==> config.mk <==
export PLATFORM = sky130hd
export DESIGN_NAME = fetch_pc_gen
export DESIGN_NICKNAME = d
export VERILOG_FILES = /design/src/rtl/fetch_pc_gen.sv
export SDC_FILE = /design/constraint.sdc
export NUM_CORES = 1
export LEC_CHECK = 0
export CAP_MARGIN = 20
export CELL_PAD_IN_SITES_DETAIL_PLACEMENT = 1
export CELL_PAD_IN_SITES_GLOBAL_PLACEMENT = 1
export CORE_ASPECT_RATIO = 1.75
export CORE_MARGIN = 2
export CORE_UTILIZATION = 28
export DETAILED_ROUTE_END_ITERATION = 7
export PLACE_DENSITY = 0.9
export REMOVE_ABC_BUFFERS = 1
export SLEW_MARGIN = 25
export SYNTH_ARGS = -nofsm -noshare
export SYNTH_HDL_FRONTEND = slang
export SYNTH_SLANG_ARGS = --single-unit
==> constraint.sdc <==
create_clock -name clk_i -period 4.3 [get_ports clk_i]
set_input_delay 0.86 -clock clk_i [delete_from_list [all_inputs] [get_ports clk_i]]
set_output_delay 0.86 -clock clk_i [all_outputs]
set_load 0.01 [all_outputs]
==> src/rtl/fetch_pc_gen.sv <==
// Fetch PC generator: PC register, JAL/branch next-PC prediction and a 2-bit BHT.
// The BHT is built only when BHT_PREDICT_EN is defined; otherwise branches predict not-taken.
`ifndef PC_WIDTH
`define PC_WIDTH 32
`endif
`ifndef INSTR_WIDTH
`define INSTR_WIDTH 32
`endif

module fetch_pc_gen #(
   parameter logic [`PC_WIDTH-1:0] RESET_PC    = 32'h0000_0000,
   parameter int unsigned          BHT_ENTRIES = 16
) (
   input  logic                      clk_i,
   input  logic                      rst_n,
   input  logic                      F_stall_i,
   input  logic                      E_redirect_i,
   input  logic [`PC_WIDTH-1:0]      E_redirect_PC_i,
   input  logic                      E_train_vaild_i,
   input  logic [`PC_WIDTH-1:0]      E_train_PC_i,
   input  logic                      E_train_taken_i,
   output logic [`PC_WIDTH-1:0]      imem_addr_o,
   input  logic [`INSTR_WIDTH-1:0]   imem_instr_i,
   output logic [`INSTR_WIDTH-1:0]   instr_o,
   output logic [`PC_WIDTH-1:0]      F_PC_o,
   output logic [`PC_WIDTH-1:0]      F_nPC_o,
   output logic                      F_commit_o,
   output logic                      F_train_predict_o,
   output logic                      F_train_vaild_o
);

   localparam int unsigned PC_W  = `PC_WIDTH;
   localparam int unsigned IDX_W = $clog2(BHT_ENTRIES);
   localparam logic [6:0]  OP_BRANCH = 7'b1100011;
   localparam logic [6:0]  OP_JAL    = 7'b1101111;

   logic [PC_W-1:0] pc_q, pc_d;
   logic [PC_W-1:0] imm_b, imm_j, npc;
   logic            is_branch, is_jal, bht_taken;

   // Zero-latency fetch: the instruction memory is addressed straight from the PC register.
   assign imem_addr_o = pc_q;
   assign F_PC_o      = pc_q;
   assign instr_o     = imem_instr_i;

   assign is_branch = (imem_instr_i[6:0] == OP_BRANCH);
   assign is_jal    = (imem_instr_i[6:0] == OP_JAL);

   assign imm_b = {{(PC_W-12){imem_instr_i[31]}}, imem_instr_i[7], imem_instr_i[30:25],
                   imem_instr_i[11:8], 1'b0};
   assign imm_j = {{(PC_W-20){imem_instr_i[31]}}, imem_instr_i[19:12], imem_instr_i[20],
                   imem_instr_i[30:21], 1'b0};

   always_comb begin : next_pc
      npc = pc_q + PC_W'(4);
      if (is_jal) begin
         npc = pc_q + imm_j;
      end else if (is_branch && bht_taken) begin
         npc = pc_q + imm_b;
      end
   end

   // Redirect wins over stall.
   always_comb begin : pc_sel
      pc_d = npc;
      if (E_redirect_i) begin
         pc_d = E_redirect_PC_i;
      end else if (F_stall_i) begin
         pc_d = pc_q;
      end
   end

   always_ff @(posedge clk_i or negedge rst_n) begin : pc_reg
      if (!rst_n) begin
         pc_q <= RESET_PC;
      end else begin
         pc_q <= pc_d;
      end
   end

   assign F_nPC_o           = npc;
   assign F_commit_o        = rst_n && !E_redirect_i;
   assign F_train_vaild_o   = is_branch;
   assign F_train_predict_o = is_branch && bht_taken;

`ifdef BHT_PREDICT_EN
   logic [1:0]       bht_q [BHT_ENTRIES];
   logic [1:0]       bht_d [BHT_ENTRIES];
   logic [IDX_W-1:0] lookup_idx, train_idx;
   logic             unused_train;

   assign lookup_idx   = pc_q[IDX_W+1:2];
   assign train_idx    = E_train_PC_i[IDX_W+1:2];
   assign unused_train = ^{E_train_PC_i[PC_W-1:IDX_W+2], E_train_PC_i[1:0]};

   // Lookup reads the registered counters, so a same-cycle train is not bypassed.
   assign bht_taken = bht_q[lookup_idx][1];

   always_comb begin : bht_update
      bht_d = bht_q;
      if (E_train_vaild_i) begin
         if (E_train_taken_i) begin
            if (bht_q[train_idx] != 2'b11) begin
               bht_d[train_idx] = bht_q[train_idx] + 2'b01;
            end
         end else if (bht_q[train_idx] != 2'b00) begin
            bht_d[train_idx] = bht_q[train_idx] - 2'b01;
         end
      end
   end

   always_ff @(posedge clk_i or negedge rst_n) begin : bht_reg
      if (!rst_n) begin
         for (int i = 0; i < int'(BHT_ENTRIES); i++) begin
            bht_q[i] <= 2'b01;
         end
      end else begin
         bht_q <= bht_d;
      end
   end
`else
   logic unused_train;

   assign bht_taken    = 1'b0;
   assign unused_train = ^{E_train_vaild_i, E_train_PC_i, E_train_taken_i};
`endif

endmodule

==> reports/metrics.cfg <==
[placed_design]
portBuffers=187
hpwl_mm=16.9
placed_area_um2=7090
place.gp.congestion=0.929

[critical_path]
cp_slowest_stage_delay_ns=0.34
critical-path-top-delay-family=compound AO/OA/AOI/OAI gates
startpoint_type=primary input
path_max_fanout=3
crit_required_ns=3.44
cp_slowest_cell=fa_2
rr_startpoint=F_PC_o[15]
path_class=in -> out
reg2reg_depth=14
r2r-end=F_PC_o[31]
path_depth=16
r2r_setup_slack_ns=0.84
worstPathArrival_ns=3.46
crit_buf_inv=5
crit_chain=buf_8 -> ha_4 -> inv_2 -> fa_2 -> nor2b_2 -> o2111a_1 -> o211ai_1 -> buf_4 -> o211ai_1 -> buf_4 -> a21oi_2 -> o21a_1 -> o21a_1 -> mux2i_2 -> nand2_1 -> buf_2
cp-end-kind=output pin

[pwr]
finalPower_mw=2.21
vdd_ir_drop_max_mv=0.165
p_leak_nw=3.50
power.density_nw_per_um2=282

[sta]
period_minus_slack_ns=4.32
relSlewSlack_pct=29.1
tightest_slew_ns=1.06
fmax_ghz=0.232
finalSetupViolations=2
finClkSkew_ns=0.00825
rsz0062_at_grt=yes
period_share_pct=100
slew_viol_final=0
layout_setup_ws_ns=-0.0196
hold_viol=0

[floorplanning]
io_pins=233
die_area_um2=17500
start_util_pct=28.8
dieHeight_um=173
rows=61
core-area_um2=16000
fp.dieW_um=101

[layout]
final_cell_area_um2=7830
final_common_cell=buf_4
layout.nets=998
largest_register_ffs=32
drive_gt1_share_pct=30.6
fillers=1882
diodes=0
final_util_pct=49.1
area_delta_synth_final_pct=70.7
most-common-layout-cells=buf_4 (150), clkdlybuf4s50_1 (144), nand2_1 (86), o21ai_0 (40), nor2_1 (34)

[clocking]
clock-sinks=32
cts_root_buf=clkbuf_16
clk_latency_ns=0.29
cts_made_buffers=5
cts_tree=done
clock_path_buffers=2
cts_max_level=2
holdBufCountCts=0
path_clk_slew_ns=0.06

[grt]
grt_max_degree=57
grt_first_pass_wirelength_mm=35.1
grt-ovfl-total=0
grt_pass1_vias=6506
antenna_found_initial=0
track_usage_pct=25.7

[routing]
drtIter0Drc=262
antenna_left=0
routedWlPerCell_um=21.9
wirelength_mm=23.1
post-route-drc-count=0
viasPerCell=5.51
via_count=5812
firstDrtPassIters=4

[synth]
ys_seq_area_share_pct=17.5
synth-edff-count=0
syn-cell-area_um2=4590
synthDistinctLibCells=68
syn_area_per_cell_um2=7.58
synth_ff_type=dfrtp_1
async_flop_share_pct=100
yosys_warnings=0
ys_seq_elements=32
postSynthCellCount=605

[job]
cap_violations=0

[status]
violations=negative setup slack
status=finished with violations

[hold_path]
worstHoldPathType=reg -> reg
hold_end=F_PC_o[0]
min-delay-start=F_PC_o[0]
holdPathStages=1

timing repair:
| action | CTS | global route |
|---|---|---|
| setup endpoints to repair | 26 | 19 |
| cloned | 0 | 0 |
| gates resized for setup | 141 | 38 |
| setup buffers | 17 | 9 |
| pin swaps | 38 | 27 |
power breakdown:
group	internal [mW]	total, mW	switching, mW	leakage [nW]
registers	0.333	0.401	0.0684	0.384
logic	0.703	1.34	0.636	3.03
clock network	0.306	0.473	0.167	0.0901
worst reg2reg max path, stage by stage (launching register included):
cell      delay [ns]
dfrtp_1         0.52
ha_4            0.36
and4_1          0.19
nor4b_4         0.21
buf_4           0.17
nand3_1         0.09
o211ai_1        0.32
nand2_1         0.11
a31o_2          0.28
mux2i_2         0.15
buf_4           0.14
buf_4           0.12
buf_4           0.12
or4_1           0.39
a31oi_1         0.19
cells in the mapped netlist (all sizes together) (3+ instances only):
master / count / area [µm²]
o21bai: 6 / 45.0
xnor2: 23 / 201
buf: 71 / 515
o21a: 7 / 52.6
a21o: 16 / 120
a31oi: 4 / 25.0
and4: 3 / 28.8
nor3: 4 / 20.0
and2: 3 / 18.8
nand2: 86 / 323
or3: 5 / 31.3
inv: 10 / 37.5
a211oi: 7 / 67.6
dfrtp: 32 / 801
and3: 9 / 60.1
mux2i: 28 / 280
nand3: 23 / 120
nand4: 9 / 56.3
o211ai: 8 / 65.1
clkbuf: 18 / 67.6
a21oi: 34 / 178
nor2b: 7 / 43.8
a211o: 4 / 35.0
o21ai: 55 / 275
ha: 31 / 388
xor2: 25 / 219
or2: 3 / 21.3
nor2: 39 / 154
cell type report:
class / instances / area [µm²] / share of cell area [%]
Timing Repair Buffer: 341 / 2950 / 37.7
Clock inverter: 1 / 30.0 / 0.383
Sequential cell: 32 / 801 / 10.2
Tap cell: 189 / 236 / 3.02
Multi-Input combinational cell: 473 / 3620 / 46.2
Clock buffer: 7 / 153 / 1.95
Inverter: 11 / 41.3 / 0.527
cells by family after synthesis:
family,Yosys count,synth area share [%]
AOI/OAI and AO/OA,163,23.6
adders and majority gates,32,8.89
and+or+nand+nor,200,20.8
muxes,29,6.35
xor gates and xnor gates,48,9.16
other,1,0.0817
buffers and inverters,100,13.6
DFF,32,17.5
layer usage:
layer | wire (µm) | global-route usage [%] | up-vias
met3 | 1380 | 4.72 | 102
met4 | 1630 | 16.5 | 0
met1 | 7510 | 24.5 | 2819
li1 | - | - | 2602
met2 | 12600 | 48.4 | 289
met5 | 0 | 0 | -
metrics by stage:
step	cells	hold slack, ns	TNS [ns]	setup WS (ns)
6_report	1054	0.571	-0.0346	-0.0196
5_1_grt	1054	0.595	-0.272	-0.0906
4_1_cts	1046	0.573	-0.0323	-0.0323
3_5_place_dp	1022	0.554	-13.44	-0.947
3_3_place_gp	1022	0.548	-10.87	-0.840
2_1_floorplan	516	0.564	0	0.452
worst max path at each step:
stage | startpoint | to | slack, ns
finish | imem_instr_i[21] | F_nPC_o[25] | -0.02
global route | imem_instr_i[21] | F_nPC_o[29] | -0.09
CTS | imem_instr_i[21] | F_nPC_o[25] | -0.03
detailed placement | imem_instr_i[21] | F_nPC_o[29] | -0.95
global placement | imem_instr_i[21] | F_nPC_o[29] | -0.84
floorplan | imem_instr_i[21] | F_nPC_o[29] | 0.45
Power figures use the tool's default switching activity.
==> variant 1 (same settings) <==
Change the macro `INSTR_WIDTH` from 32 to 48.
--- a/src/rtl/fetch_pc_gen.sv
+++ b/src/rtl/fetch_pc_gen.sv
@@ -4,7 +4,7 @@
 `define PC_WIDTH 32
 `endif
 `ifndef INSTR_WIDTH
-`define INSTR_WIDTH 32
+`define INSTR_WIDTH 48
 `endif
 
 module fetch_pc_gen #(
Interface: changed (resized imem_instr_i and instr_o); port bits go from 233 to 265. No check against the original RTL was run, so the function may have changed too.
==> variant 1 against the original RTL <==
- sequential cell count stayed put
- total power is 6.3% lower
- clock skew is 4.5 ps higher
- wire length is 2.2% lower
- cell area is 1.4% lower
- die area is 2.5% higher
- area after synthesis is 2.6% higher
- highest routed layer is now met5
- setup slack better by 37 ps
==> variant 1: results (changes against the original RTL) <==
| Metric | Value |
|---|---|
| Outcome | complete, no violations |
| Seq/Total Area, Yosys | 0.1701 (-0.004453) |
| Commonest cells post-synth | 86 x nand2_1, 82 x buf_4, 54 x o21ai_0 |
| Clk_lat worst skew | 300 ps |
| Internal power | 1.231 mW (-8.2%) |
| Crit path max fanout | 5 (+2) |
| Main area contributors after synthesis | dfrtp_1 17%, buf_4 13%, ha_1 8.2% |
| Post-DP Area | 7111 um2 (+0.30%) |
| Routability cong. | 0.9318 (+0.26%) |
| Post-DR wirelength/cell | 20.91 um (-4.6%) |
| Slowest stage delay, CP | 350 ps |
| Drt via density | 5.288 (-4.1%) |
| Layout cells sized above 1 | 0.2792 (-0.02715) |
| PortBufs | 187 (unchanged) |
| Warnings from Yosys | 0 (unchanged) |
| Root Driver | clkbuf_16 |
| CTS clk-pin slew, worst paths | 70 ps |
| Worst min-delay path class | flop to flop |
| Layout Skew | 12.79 ps (+4.539 ps) |
| Final Net Count | 1005 (+0.70%) |
| Leakage | 3.413 nW (-2.5%) |
| Crit path DAT | 3420 ps (-40 ps) |
| Placed cell count | 1054 (+3.1%) |
| Worst path slowest cell | ha_1 |
| Avg Synthesized Cell Area | 7.582 um2 (about the same) |
| First drt pass iteration count | 4 (unchanged) |
| Initial antenna violation count | 0 (unchanged) |
| Filler Cells Inserted | 2010 (+6.8%) |
| First-pass GRT wire length | 32940 um (-6.2%) |
| H-tree Lvls | 2 (unchanged) |
| Drt initial violations | 160 (-39%) |
| GRT Total Usage | 0.2382 (-0.01876) |
| Max transition margin | 0.3499 (+0.05905) |
| Asr flop ratio synth | 1.000 (unchanged) |
| Hpwl dp | 17010 um (+0.93%) |
| Diodes inserted | 0 (unchanged) |
| Largest net degree at the start of global routing | 57 (unchanged) |
| Yosys cell types | 68 (unchanged) |
| Vias in the first global route | 6274 (-3.6%) |
| Vias | 5711 (-1.7%) |
| Max FFs per register | 32 (unchanged) |
| CTS buffer count | 5 (unchanged) |
| Post-Place Setup Slack | -884.9 ps (+61.62 ps) |
| VDD IR-drop max | 0.1617 mV (-1.8%) |
| Max clock buf depth | 2 (unchanged) |
==> variant 1: final cells by class <==
| type | count | area (um2) | share of cell area |
|---|---|---|---|
| Clock buffer | 5 | 125.1 | 0.01619 |
| Clock inverter | 3 | 18.77 | 0.002429 |
| Inverter | 11 | 41.29 | 0.005344 |
| Multi-Input combinational cell | 473 | 3557 | 0.4604 |
| Sequential cell | 32 | 800.8 | 0.1036 |
| Tap cell | 224 | 280.3 | 0.03628 |
| Timing Repair Buffer | 332 | 2903 | 0.3757 |
==> variant 1: worst paths after layout <==
path | from | slack (ps) | endpoint | cells past startpoint
worst max-delay path | imem_instr_i[31] | 20 | F_nPC_o[27] | 11
worst max register to register | F_PC_o[1]$_DFFE_PN0N_ | 900 | F_PC_o[21]$_DFFE_PN0N_ | 15
min in group asynchronous | rst_n | 630 | F_PC_o[27]$_DFFE_PN0N_ | 2
worst min register to register | F_PC_o[0]$_DFFE_PN0P_ | 570 | F_PC_o[0]$_DFFE_PN0P_ | 1
max in group asynchronous | rst_n | 3290 | F_PC_o[18]$_DFFE_PN0N_ | 2
worst min-delay path | F_PC_o[0]$_DFFE_PN0P_ | 570 | F_PC_o[0]$_DFFE_PN0P_ | 1
==> variant 1: cell families (layout without fill, tap and decap cells) <==
logic type	count (synthesis)	in the layout	share of synthesized area
AO/OA/AOI/OAI	163	163	0.2304
multiplexers	29	29	0.06192
flip-flops	32	32	0.1701
AND/OR/NAND/NOR	200	200	0.2028
adder cells (fa/ha/maj)	32	32	0.08663
other	1	1	0.0007965
XOR/XNOR	48	48	0.08929
buffers and inverters	116	351	0.1581
==> variant 1: per-layer routing <==
layer | GRT usage | part of all wire | vias up
met3 | 0.05929 | 0.067 | 81
met1 | 0.2243 | 0.33 | 2759
met5 | 0.02367 | 0.0025 | -
met4 | 0.1300 | 0.057 | 2
li1 | - | - | 2585
met2 | 0.4504 | 0.54 | 284
==> variant 1: power by group through the flow <==
stage	Combinational [mW]	Sequential [mW]	Clock (mW)
floorplan	0.443	0.425	0
global placement	1.13	0.391	0
detailed placement	1.17	0.395	0
CTS	1.23	0.397	0.377
global route	1.39	0.405	0.389
finish	1.30	0.401	0.375
==> variant 1: critical path: cells and delay by family <==
family / cells / cell delay (ps)
adders and majority gates: 1 / 350
buffers and inverters: 3 / 830
AOI/OAI and AO/OA: 6 / 1140
xor gates and xnor gates: 1 / 240
==> variant 1: per-stage QoR <==
stage	setup TNS, ps	hold slack [ps]
floorplan	0	564.4
global placement	-11180	548.5
detailed placement	-12460	555.6
CTS	0	574.1
global route	-296.1	609.0
finish	0	572.6
==> variant 1: repair_timing <==
item | in CTS | in global routing
setup buffers | 10 | 8
pin swaps | 27 | 18
hold buffers | 0 | 0
endpoints found under the setup margin | 25 | 19
cloned | 0 | 0
resized for setup | 104 | 32
==> variant 2 (same settings) <==
Made on the original files. Add a define of `BHT_PREDICT_EN`.
--- a/src/rtl/fetch_pc_gen.sv
+++ b/src/rtl/fetch_pc_gen.sv
@@ -1,5 +1,7 @@
 // Fetch PC generator: PC register, JAL/branch next-PC prediction and a 2-bit BHT.
 // The BHT is built only when BHT_PREDICT_EN is defined; otherwise branches predict not-taken.
+`define BHT_PREDICT_EN
+
 `ifndef PC_WIDTH
 `define PC_WIDTH 32
 `endif
Behaviour: not the same (Yosys sat finds a counterexample within 4 cycles, from zero or initial values and one cycle with rst_n low).
==> variant 2 against the original RTL <==
- non-clock buffer count increased by 141
- wire length up 94%
- cell area grew 65%
- worst hold slack lost 92 ps
- the flow still finishes with violations (negative setup slack)
- setup slack worse by 140 ps
- critical path type unchanged
- sequential cell count rose by 32
- area after synthesis is 70% higher
- largest cell class unchanged
- synthesized cell count increased by 58%
- maximum frequency shrank 3.1%
- sequential share of layout area rose by 2.3 points
- total power grew 100%
- combinational power is 100% higher
==> variant 2: results (changes against the original RTL) <==
| Metric | Value |
|---|---|
| Root Driver | clkbuf_16 |
| Final Net Count | 1480 (+48%) |
| Routability cong. | 0.9988 (+7.5%) |
| Asr flop ratio synth | 1.000 (unchanged) |
| GRT Total Usage | 0.2973 (+0.04027) |
| First drt pass iteration count | 7 (+3) |
| Layout cells sized above 1 | 0.3963 (+0.08990) |
| Worst setup margin | -155.6 ps (-136.1 ps) |
| Leakage | 5.609 nW (+60%) |
| Post-DP Area | 11380 um2 (+61%) |
| Worst R2R Setup Slack | 950 ps (+110 ps) |
| Post-Place Setup Slack | -979.8 ps (-33.32 ps) |
| Placed cell count | 1656 (+62%) |
| Met1 Resource Use GR | 0.2932 (+0.04839) |
| Post-DR wirelength/cell | 26.27 um (+20%) |
| Filler Cells Inserted | 3262 (+73%) |
| PortBufs | 204 (+9.1%) |
| First-pass GRT wire length | 65230 um (+86%) |
| Layout Skew | 8.241 ps (-0.01338 ps) |
| Max transition margin | 0.3580 (+0.06707) |
| Sw Ratio | 0.4219 (+0.02825) |
| Largest net degree at the start of global routing | 65 (+14%) |
| M2 GR Usage | 0.5268 (+0.04260) |
| Yosys cell types | 92 (+35%) |
| Diodes inserted | 0 (unchanged) |
| Vias in the first global route | 11.09k (+71%) |
| Met3 usage | 0.06719 (+0.02001) |
| Max clock buf depth | 2 (unchanged) |
| Hpwl dp | 30290 um (+80%) |
| VDD IR-drop max | 0.3388 mV (+110%) |
| Outcome | complete, but fails checks |
| Largest delay share family, worst path | compound AO/OA/AOI/OAI gates |
| Slowest stage delay, CP | 360 ps (+20 ps) |
| H-tree Lvls | 3 (+1) |
| Avg Synthesized Cell Area | 8.190 um2 (+8.0%) |
| Crit path max fanout | 3 (unchanged) |
| R2r startpoint | F_PC_o[2]$_DFFE_PN0N_ |
| Initial antenna violation count | 1 (+1) |
| Commonest cells post-synth | 93 x nand2_1, 75 x nor2_1, 71 x a21oi_1 |
| Final setup fails | 5 (+3) |
| Drt initial violations | 618 (+140%) |
| Main area contributors after synthesis | dfrtp_1 15%, ha_1 7.4%, buf_4 6.7% |
| Crit path DAT | 3600 ps (+140 ps) |
| Worst path slowest cell | or3_1 |
| Vias | 10.07k (+73%) |
| Failing checks | negative setup slack |
| Seq/Total Area, Yosys | 0.2073 (+0.03280) |
| Final WL | 44860 um (+94%) |
| Clk_lat worst skew | 360 ps (+70 ps) |
| CTS buffer count | 9 (+4) |
[variant 2: cells by family (layout without fill, tap and decap cells)]
group / count (synthesis) / in the layout / share of synthesized area
buffers and inverters: 138 / 518 / 0.1149
muxes: 57 / 57 / 0.09391
DFF: 64 / 64 / 0.2073
and+or+nand+nor: 307 / 307 / 0.1923
xor gates and xnor gates: 47 / 47 / 0.05263
AOI/OAI and AO/OA: 294 / 294 / 0.2603
adders and majority gates: 48 / 48 / 0.07871
[variant 2: repair_timing]
item,in CTS,in global routing
pin swaps,54,57
buffers inserted,23,18
gates cloned,1,0
resized for setup,239,84
endpoints found under the setup margin,31,28
[variant 2: final cells by class]
class	instances	area share
clock inverter	7	0.006102
multi-input combinational	753	0.4853
tap	373	0.03613
inverter	20	0.006005
clock buffer	9	0.01743
timing repair buffer	482	0.3234
sequential	64	0.1256
[variant 2: path summary, 6_finish.rpt]
kind,to,cells after the start
worst max-delay path,F_nPC_o[31],15
worst min-delay path,flop,2
worst max register to register,F_PC_o[16]$_DFFE_PN0N_,16
worst min register to register,flop,2
max in group asynchronous,F_PC_o[2]$_DFFE_PN0N_,2
min in group asynchronous,bht_q[15]$_DFFE_PN0P_,2
[variant 2: worst min-delay path: stages (launching register included)]
cell     delay, ps
dfstp_2        370
nand2_1         40
o21ai_0         60
[variant 2: power groups by stage]
stage / Clock, mW / Combinational, mW / Sequential [mW]
after global routing: 0.839 / 2.84 / 1.04
after global placement: 0 / 2.14 / 0.977
final: 0.808 / 2.69 / 1.02
after floorplan: 0 / 1.04 / 0.992
after CTS: 0.812 / 2.49 / 1.01
after detailed placement: 0 / 2.24 / 1.01
[variant 2: through the flow]
step | util | hold WS [ps] | TNS [ps]
after floorplan | - | 455.3 | 0
after global placement | 0.4098 | 462.9 | -15910
after CTS | 0.4542 | 482.9 | -26.95
after detailed placement | 0.4098 | 473.8 | -18350
final | 0.4652 | 478.9 | -250.2
after global routing | 0.4652 | 527.1 | -656.6
[variant 2: layer usage]
metal	up-vias	wire (um)
met5	-	13
met4	2	4418
met3	285	3348
met2	643	22350
met1	4920	14730
li1	4224	-
